### config.mk
export PLATFORM = sky130hd
export DESIGN_NAME = fetch_pc_gen
export DESIGN_NICKNAME = d
export VERILOG_FILES = /design/src/rtl/fetch_pkg.sv /design/src/rtl/ras_stack.sv /design/src/rtl/fetch_pc_gen.sv
export SDC_FILE = /design/constraint.sdc
export NUM_CORES = 1
export LEC_CHECK = 0
export ABC_AREA = 1
export CAP_MARGIN = 20
export CORE_MARGIN = 1.5
export CORE_UTILIZATION = 50
export CTS_CLUSTER_DIAMETER = 100
export CTS_CLUSTER_SIZE = 24
export DETAILED_ROUTE_END_ITERATION = 10
export PLACE_DENSITY_LB_ADDON = 0.3
export SYNTH_ARGS = -nofsm -noshare
export SYNTH_HDL_FRONTEND = slang
export SYNTH_SLANG_ARGS = --single-unit
export TNS_END_PERCENT = 5
### constraint.sdc
create_clock -name clk -period 5.3 [get_ports clk]
set_clock_uncertainty 0.1 [all_clocks]
set_input_delay 1.59 -clock clk [delete_from_list [all_inputs] [get_ports clk]]
set_output_delay 1.59 -clock clk [all_outputs]
set_load 0.1 [all_outputs]
### src/rtl/fetch_pkg.sv
// rtl/fetch_pkg.sv - shared fetch-stage types and constants
package fetch_pkg;

  typedef logic [31:0] addr_t;

  localparam addr_t INSN_BYTES       = 32'd4;
  localparam addr_t RESET_PC_DEFAULT = 32'h0000_0000;

endpackage

### src/rtl/ras_stack.sv
// rtl/ras_stack.sv - circular return address stack with saturating occupancy count
module ras_stack
  import fetch_pkg::*;
#(
  parameter int RAS_DEPTH = 8
) (
  input  logic  clk,
  input  logic  rst,
  input  logic  push,
  input  logic  pop,
  input  addr_t push_addr,
  output addr_t top,
  output logic  empty,
  output logic  full
);

  localparam int PW = $clog2(RAS_DEPTH);
  localparam int CW = $clog2(RAS_DEPTH + 1);

  addr_t          mem_q [RAS_DEPTH];
  logic [PW-1:0]  sp_q, sp_d;
  logic [CW-1:0]  cnt_q, cnt_d;
  logic           wr_en;
  logic [PW-1:0]  wr_idx;

  assign top   = mem_q[sp_q];
  assign empty = (cnt_q == '0);
  assign full  = (cnt_q == CW'(RAS_DEPTH));

  always_comb begin
    sp_d   = sp_q;
    cnt_d  = cnt_q;
    wr_en  = 1'b0;
    wr_idx = sp_q;
    if (push && pop && !empty) begin
      wr_en = 1'b1;
    end else if (push) begin
      // Advancing past a full stack lands on the oldest entry and overwrites it.
      sp_d   = sp_q + 1'b1;
      wr_idx = sp_q + 1'b1;
      wr_en  = 1'b1;
      if (!full) cnt_d = cnt_q + 1'b1;
    end else if (pop && !empty) begin
      sp_d  = sp_q - 1'b1;
      cnt_d = cnt_q - 1'b1;
    end
  end

  always_ff @(posedge clk) begin
    if (rst) begin
      sp_q  <= '0;
      cnt_q <= '0;
    end else begin
      sp_q  <= sp_d;
      cnt_q <= cnt_d;
    end
  end

  always_ff @(posedge clk) begin
    if (wr_en) mem_q[wr_idx] <= push_addr;
  end

endmodule

### src/rtl/fetch_pc_gen.sv
// rtl/fetch_pc_gen.sv - N-issue fetch PC generator; return address stack built when FETCH_RAS_EN is defined
module fetch_pc_gen
  import fetch_pkg::*;
#(
  parameter int    ISSUE_W   = 2,
  parameter addr_t RESET_PC  = RESET_PC_DEFAULT,
  parameter int    RAS_DEPTH = 8
) (
  input  logic                                            clk,
  input  logic                                            rst,
  input  logic                                            stall,
  input  logic                                            flush,
  input  logic [((ISSUE_W > 1) ? $clog2(ISSUE_W) : 1)-1:0] flush_slot,
  input  logic [ISSUE_W*32-1:0]                           flush_tgt,
  input  logic [$clog2(ISSUE_W+1)-1:0]                    issue_cnt,
  input  logic [ISSUE_W-1:0]                              br_taken,
  input  logic [ISSUE_W*32-1:0]                           br_off,
  input  logic                                            ras_push,
  input  addr_t                                           ras_push_addr,
  input  logic                                            ras_pop,
  output addr_t                                           pc,
  output addr_t                                           npc,
  output logic                                            ras_empty,
  output logic                                            ras_full
);

  localparam int FSW = (ISSUE_W > 1) ? $clog2(ISSUE_W) : 1;

  addr_t pc_q;
  addr_t flush_sel;
  addr_t br_pc;
  addr_t seq_pc;
  addr_t ras_top;
  logic  br_hit;
  logic  ras_hit;

  assign pc     = pc_q;
  assign seq_pc = pc_q + addr_t'(issue_cnt) * INSN_BYTES;

  always_comb begin
    flush_sel = flush_tgt[31:0];
    for (int k = 0; k < ISSUE_W; k++) begin
      if (FSW'(k) == flush_slot) flush_sel = flush_tgt[32*k +: 32];
    end
  end

  // Scan from the top slot down so the lowest taken, issued slot wins.
  always_comb begin
    br_hit = 1'b0;
    br_pc  = seq_pc;
    for (int k = ISSUE_W - 1; k >= 0; k--) begin
      if (br_taken[k] && (k < int'(issue_cnt))) begin
        br_hit = 1'b1;
        br_pc  = pc_q + addr_t'(k) * INSN_BYTES + br_off[32*k +: 32];
      end
    end
  end

`ifdef FETCH_RAS_EN
  logic ras_upd;

  assign ras_upd = !stall && !flush;

  ras_stack #(
    .RAS_DEPTH(RAS_DEPTH)
  ) u_ras (
    .clk      (clk),
    .rst      (rst),
    .push     (ras_push && ras_upd),
    .pop      (ras_pop && ras_upd),
    .push_addr(ras_push_addr),
    .top      (ras_top),
    .empty    (ras_empty),
    .full     (ras_full)
  );

  assign ras_hit = ras_pop && !ras_empty;
`else
  logic unused_ras;

  assign unused_ras = ^{ras_push, ras_pop, ras_push_addr};
  assign ras_top    = pc_q;
  assign ras_hit    = 1'b0;
  assign ras_empty  = 1'b1;
  assign ras_full   = 1'b0;
`endif

  always_comb begin
    npc = seq_pc;
    if (flush)        npc = flush_sel;
    else if (stall)   npc = pc_q;
    else if (ras_hit) npc = ras_top;
    else if (br_hit)  npc = br_pc;
  end

  always_ff @(posedge clk) begin
    if (rst) pc_q <= RESET_PC;
    else     pc_q <= npc;
  end

  always_ff @(posedge clk) begin
    if (!rst) begin
      assert (int'(issue_cnt) <= ISSUE_W);
      assert (!flush || (int'(flush_slot) < ISSUE_W));
    end
  end

endmodule

==> impl_metrics.py, run 1 <==
metrics = {
    "yosys": {
        "syn_inst": 1489,
        "synth_edf_count": 0,
        "syn-mean-instance-area_um2": 5.27,
        "ys_seq_elements": 32,
        "synth_commonest_cells": "468 x nand2_1, 207 x inv_1, 169 x nor2_1",
        "synthFlopType": "dfxtp_1",
        "syn-num-nets": 1757,
        "yosys_warnings": 0,
        "synth_seq_area_share_pct": 8.16,
        "yosysMostFrequentCell": "nand2_1",
        "yosysTopAreaCell": "nand2_1",
        "synth_top_cell_area_share_pct": 22.4,
        "netlist_area_mm2": 0.00785,
        "async_flop_share_pct": 0,
        "synthTopCellsByArea": "nand2_1 22%, ha_1 15%, inv_1 9.9%, a21oi_1 8.7%, nand3_1 8.4%",
        "synth.distinct_cells": 45,
    },
    "clock_network": {
        "hold_buffers": 0,
        "root_buffer": "clkbuf_16",
        "cts_buffer_depth": 2,
        "cts_made_buffers": 5,
        "clock_sinks": 32,
        "h-tree-depth": 2,
    },
    "global_route": {
        "grt_max_degree": 39,
        "overflow": 128,
        "grt_use_total_pct": 76.2,
    },
    "timing": {
        "crit_endpoint": "npc[17]",
        "worstEndpointType": "top-level output",
    },
    "status": {
        "tool.error": "[ERROR GRT-0232] Routing congestion too high. Check the congestion heatmap in the GUI.",
        "status": "stopped before the end",
        "stop_stage": "global routing",
    },
    "place": {
        "dp_hpwl_um": 28300,
        "port_buffers": 200,
        "gp_congestion": 1.03,
        "place_ws_ps": -824,
    },
    "die": {
        "fp.dieH_um": 128,
        "ios": 237,
        "initial_core_util_pct": 51.4,
        "num_rows": 45,
        "die_width_um": 128,
    },
}
==> cell families after synthesis <==
kind of cell,count (synthesis),share of synthesized area (%)
AOI/OAI and AO/OA,250,16.9
xor gates and xnor gates,23,2.57
other,2,0.0957
DFF,32,8.16
buffers and inverters,245,11.9
and+or+nand+nor,840,44.6
adders and majority gates,97,15.8
==> metrics by stage <==
stage          std cells  area, um2  TNS, ps
2_1_floorplan       1489       7890    -3270
3_5_place_dp        2063      11800   -18930
4_1_cts             2079      13500    -4270
3_3_place_gp        2063      11800   -17100
==> layer usage <==
metal | global-route usage, % | GRT overflow
met5 | 26.6 | 1
met4 | 84.9 | 58
met3 | 58.3 | 1
met2 | 93.6 | 68
met1 | 73.9 | 0
==> timing repair <==
| item | 4_1_cts |
|---|---|
| gates resized for setup | 321 |
| pin swaps | 93 |
| setup buffers | 9 |
| endpoints found under the setup margin | 30 |
| cloned | 0 |
==> run 2: changes to the inputs <==
CORE_UTILIZATION = 40   (was 50)
CTS_CLUSTER_DIAMETER = default   (was 100)
CTS_CLUSTER_SIZE = default   (was 24)
PLACE_DENSITY_LB_ADDON = 0.15   (was 0.3)
==> impl_metrics.py, run 2 <==
metrics = {
    "status": {
        "status": "finished, violations left",
        "violations": "negative setup slack",
    },
    "yosys": {
        "synth_edf_count": 0,
        "synth_top_family_by_area": "simple AND/OR/NAND/NOR gates",
        "synthAdderAreaFrac_pct": 15.8,
        "syn-mean-instance-area_um2": 5.27,
        "syn-num-nets": 1757,
        "async_flop_share_pct": 0,
        "netlist_area_mm2": 0.00785,
        "synth.distinct_cells": 45,
        "synth_seq_area_share_pct": 8.16,
        "yosysMostFrequentCell": "nand2_1",
        "synth_commonest_cells": "468 x nand2_1, 207 x inv_1, 169 x nor2_1",
        "synth-compound-area-share_pct": 16.9,
        "synth-simple-area-share_pct": 44.6,
        "yosysTopAreaCell": "nand2_1",
        "ys_seq_elements": 32,
        "syn_inst": 1489,
        "yosys_warnings": 0,
        "synthMuxAreaShare_pct": 0,
        "synth_top_cell_area_share_pct": 22.4,
        "synthTopCellsByArea": "nand2_1 22%, ha_1 15%, inv_1 9.9%, a21oi_1 8.7%, nand3_1 8.4%",
        "synthFlopType": "dfxtp_1",
        "synthXorXnorAreaFrac_pct": 2.57,
    },
    "power": {
        "power.density_mw_per_mm2": 193,
        "power.total_mw": 2.85,
        "power.leakage_nw": 6.92,
        "peakVddDrop_mv": 0.140,
    },
    "die": {
        "die_width_um": 143,
        "die_area_mm2": 0.0205,
        "initial_core_util_pct": 40.6,
        "core_mm2": 0.0193,
        "num_rows": 51,
        "fp.dieH_um": 143,
        "ios": 237,
    },
    "timing": {
        "fin_crit_sh_pct": 105,
        "whs_ps": 599,
        "min_period_ps": 5570,
        "drv_slew": 0,
        "hold_viol_final": 0,
        "setup_viol": 27,
        "setup_slack_ps": -271,
        "rsz0062_at_grt": "true",
        "max_freq_mhz": 180,
        "worst_slew_pin_slew_ps": 991,
        "max_slew_margin_pct": 33.7,
    },
    "place": {
        "dp_hpwl_um": 28800,
        "gp_congestion": 0.971,
        "port_buffers": 200,
        "placed_area_mm2": 0.0120,
    },
    "finish": {
        "final_cell_mix": "305 x nand2_1, 222 x buf_4, 186 x inv_1",
        "antenna_cells": 0,
        "fill_cells": 1460,
        "area_growth_pct": 87.6,
        "finalNetCount": 2163,
        "final_area_mm2": 0.0147,
        "largest_reg_flops": 32,
        "drive_gt1_share_pct": 38.6,
        "final_common_cell": "nand2_1",
    },
    "detailed_routing": {
        "routed_wirelength_um": 39500,
        "vias": 11907,
        "drt-initial-drc-count": 1007,
        "postRouteAntennaNets": 0,
        "routed_via_density": 5.51,
        "drc": 0,
        "wl_per_cell_um": 18.3,
        "drtPass1Iterations": 6,
    },
    "worst_setup_path": {
        "worstPathMaxFanout": 4,
        "critPathLaunchType": "primary input",
        "crit_type": "primary input to output pin",
        "endpoint_kind": "output pin",
        "crit_required_ps": 3610,
        "cp.arrival_ps": 3880,
    },
    "clock_network": {
        "cts_tree": "yes",
        "clock_latency_ps": 300,
        "clk_pin_slew_ps": 60,
        "cts_made_buffers": 5,
        "h-tree-depth": 2,
        "root_buffer": "clkbuf_16",
        "clock_sinks": 32,
        "cts_buffer_depth": 2,
        "hold_buffers": 0,
    },
    "run": {
        "max-cap-violations": 0,
    },
    "min_path": {
        "hp-class": "register to register",
    },
    "global_route": {
        "grt_pass1_vias": 11006,
        "grt_use_total_pct": 35.6,
        "antenna_found_initial": 0,
        "overflow": 0,
        "grt_pass1_wl_um": 56500,
        "grt_max_degree": 37,
    },
}
[run 2: repair_timing]
item,4_1_cts,5_1_grt
buffers inserted,10,12
resized for setup,368,224
pin swaps,119,125
setup endpoints to repair,30,29
[run 2: area by class of cell]
type / count / area, um2 / share of cell area (%)
Multi-Input combinational cell: 1212 / 8730 / 59.3
Timing Repair Buffer: 430 / 4060 / 27.6
Inverter: 214 / 803 / 5.46
Sequential cell: 32 / 641 / 4.35
Tap cell: 265 / 332 / 2.25
Clock buffer: 7 / 143 / 0.969
Clock inverter: 1 / 7.51 / 0.0510
[run 2: logic make-up (layout without fill, tap and decap cells)]
family,Yosys count,after routing
simple gates,840,840
compound gates,250,250
buf+inv,245,652
fa+ha+maj,97,97
flops,32,32
xor+xnor,23,23
other cells,2,2
[run 2: per-stage QoR]
stage,util [%],instances,setup WS [ps],setup TNS (ps)
floorplan,-,1489,-214,-3270
global placement,62.1,2131,-770,-17800
detailed placement,62.1,2131,-798,-18450
CTS,71.6,2149,-206,-3780
global route,76.1,2161,-328,-7040
finish,76.1,2161,-271,-4310
[run 2: metal layers]
layer / wire length [um] / global-route usage [%] / share of wire [%]
met1: 14500 / 41.1 / 37
met2: 18800 / 62.9 / 48
met3: 3070 / 5.03 / 7.8
met4: 3100 / 19.9 / 7.8
met5: 0 / 0 / 0
[run 2: report_power, final]
part	leakage, nW	switching, mW	internal [mW]
registers	0.266	0.0422	0.261
logic	6.59	1.31	0.908
clock network	0.0701	0.141	0.188
[run 2: worst paths after layout]
kind                                  from  slack [ps]      end  depth (start not counted)
worst min-delay path                 pc[0]         600    pc[0]                          4
worst max-delay path            br_off[43]        -270  npc[24]                         16
worst min register to register       pc[0]         600    pc[0]                          4
worst max register to register      pc[13]        2350   pc[16]                         15
[run 2: worst max-delay path, cell delays in order]
cell and delay [ps]:
dlygate4sd2_1 260, ha_4 250, ha_4 300, nand2_4 90, buf_4 150, buf_4 120, nor3_2 210, nand3_1 160
nand3_1 100, nand2_1 70, nand3_2 100, nand3_2 70, nand3_2 80, nand2_2 70, nand2_2 90, buf_12 180
Power figures use the tool's default switching activity.
==> run 3: changes to the inputs <==
CTS_BUF_LIST = sky130_fd_sc_hd__clkbuf_8   (was default)
==> impl_metrics.py, run 3 (synthesized netlist as in run 2, its figures left out) <==
metrics = {
    "status": {
        "status": "finished, violations left",
        "violations": "negative setup slack",
    },
    "timing": {
        "setup_viol": 27,
        "max_slew_margin_pct": 33.3,
        "hold_viol_final": 0,
        "setup_slack_ps": -244,
        "fin_crit_sh_pct": 105,
        "rsz0062_at_grt": "true",
        "max_freq_mhz": 180,
        "worst_slew_pin_slew_ps": 998,
        "drv_slew": 0,
        "min_period_ps": 5540,
    },
    "die": {
        "ios": 237,
        "fp.dieH_um": 143,
        "die_area_mm2": 0.0205,
        "core_mm2": 0.0193,
        "die_width_um": 143,
        "num_rows": 51,
        "initial_core_util_pct": 40.6,
    },
    "clock_network": {
        "cts_tree": "yes",
        "cts_buffer_depth": 2,
        "clock_latency_ps": 320,
        "h-tree-depth": 2,
        "root_buffer": "clkbuf_8",
        "hold_buffers": 0,
        "clk_pin_slew_ps": 80,
        "clock_sinks": 32,
        "cts_made_buffers": 5,
    },
    "power": {
        "power.leakage_nw": 6.77,
        "power.density_mw_per_mm2": 186,
        "peakVddDrop_mv": 0.139,
        "power.total_mw": 2.69,
    },
    "finish": {
        "fin_util_pct": 74.6,
        "antenna_cells": 0,
        "largest_reg_flops": 32,
        "finalNetCount": 2157,
        "drive_gt1_share_pct": 37.4,
        "final_cell_mix": "308 x nand2_1, 218 x buf_4, 192 x inv_1",
        "final_common_cell": "nand2_1",
        "area_growth_pct": 83.7,
    },
    "place": {
        "port_buffers": 200,
        "gp_congestion": 0.971,
        "dp_hpwl_um": 28800,
    },
    "worst_setup_path": {
        "crit_required_ps": 3610,
        "crit_type": "primary input to output pin",
        "worstPathMaxFanout": 4,
        "endpoint_kind": "output pin",
        "rrSetupSlack_ps": 2430,
        "cp.arrival_ps": 3850,
        "critPathLaunchType": "primary input",
    },
    "global_route": {
        "use_met3_pct": 5.03,
        "top_usage_layer": "met2",
        "grt_pass1_vias": 11081,
        "overflow": 0,
        "antenna_found_initial": 0,
        "grt_max_degree": 37,
        "gr-usage-met1_pct": 40.6,
        "grt_use_total_pct": 35.5,
        "grt_use_met2_pct": 62.1,
        "grt_pass1_wl_um": 56400,
    },
    "run": {
        "max-cap-violations": 0,
    },
    "min_path": {
        "hp-class": "register to register",
    },
    "detailed_routing": {
        "postRouteAntennaNets": 0,
        "drtPass1Iterations": 6,
        "wl_per_cell_um": 17.7,
        "vias": 11686,
        "routed_wirelength_um": 38200,
        "drc": 0,
        "drt-initial-drc-count": 853,
        "routed_via_density": 5.42,
    },
}
==> run 3: worst paths after layout <==
check | cells past startpoint | from | endpoint
worst min register to register | 4 | pc[0] | pc[0]
worst max register to register | 15 | pc[13] | pc[16]
worst min-delay path | 4 | pc[0] | pc[0]
worst max-delay path | 17 | br_off[43] | npc[22]
==> run 3: per-layer routing <==
metal	vias up	routed length [um]	share of wire, %
met1	5269	14200	37
li1	5618	-	-
met4	0	2880	7.5
met3	165	3140	8.2
met5	-	0	0
met2	634	18000	47
==> run 3: worst max-delay path: stages <==
cell	delay, ps
dlygate4sd2_1	250
ha_4	230
ha_4	300
nand2_4	90
nor2_4	120
inv_1	100
nor2_1	160
nand2_2	90
nand2_4	130
nand2_2	70
nand3_1	80
nand3_2	130
nand3_2	90
nand3_2	70
nand2_2	100
nand2_2	70
buf_12	180
==> run 3: area by class of cell <==
class                           instances  area, um2
Tap cell                              265        332
Sequential cell                        32        641
Clock inverter                          2       11.3
Timing Repair Buffer                  424       4000
Inverter                              214        803
Multi-Input combinational cell       1212       8540
Clock buffer                            6       82.6
Fill cell                            1539       4920
==> run 3: stage by stage <==
stage | setup slack [ps] | hold WS (ps) | instances | setup TNS [ps] | cell area (um2)
detailed placement | -798 | 578 | 2131 | -18450 | 12000
global placement | -770 | 563 | 2131 | -17800 | 12000
CTS | -200 | 603 | 2149 | -3830 | 13800
finish | -244 | 600 | 2155 | -4250 | 14400
floorplan | -214 | 951 | 1489 | -3270 | 7890
global route | -341 | 654 | 2155 | -7250 | 14400
==> run 3: power by group <==
group          internal (mW)  switching [mW]  leakage (nW)
Sequential             0.261          0.0421         0.266
Clock                  0.104           0.126        0.0486
Combinational          0.884            1.27          6.46
==> run 3: what timing repair did <==
action	4_1_cts	5_1_grt
setup endpoints to repair	30	29
resized for setup	368	179
gates cloned	0	0
pin swaps	117	83
buffers inserted	10	6
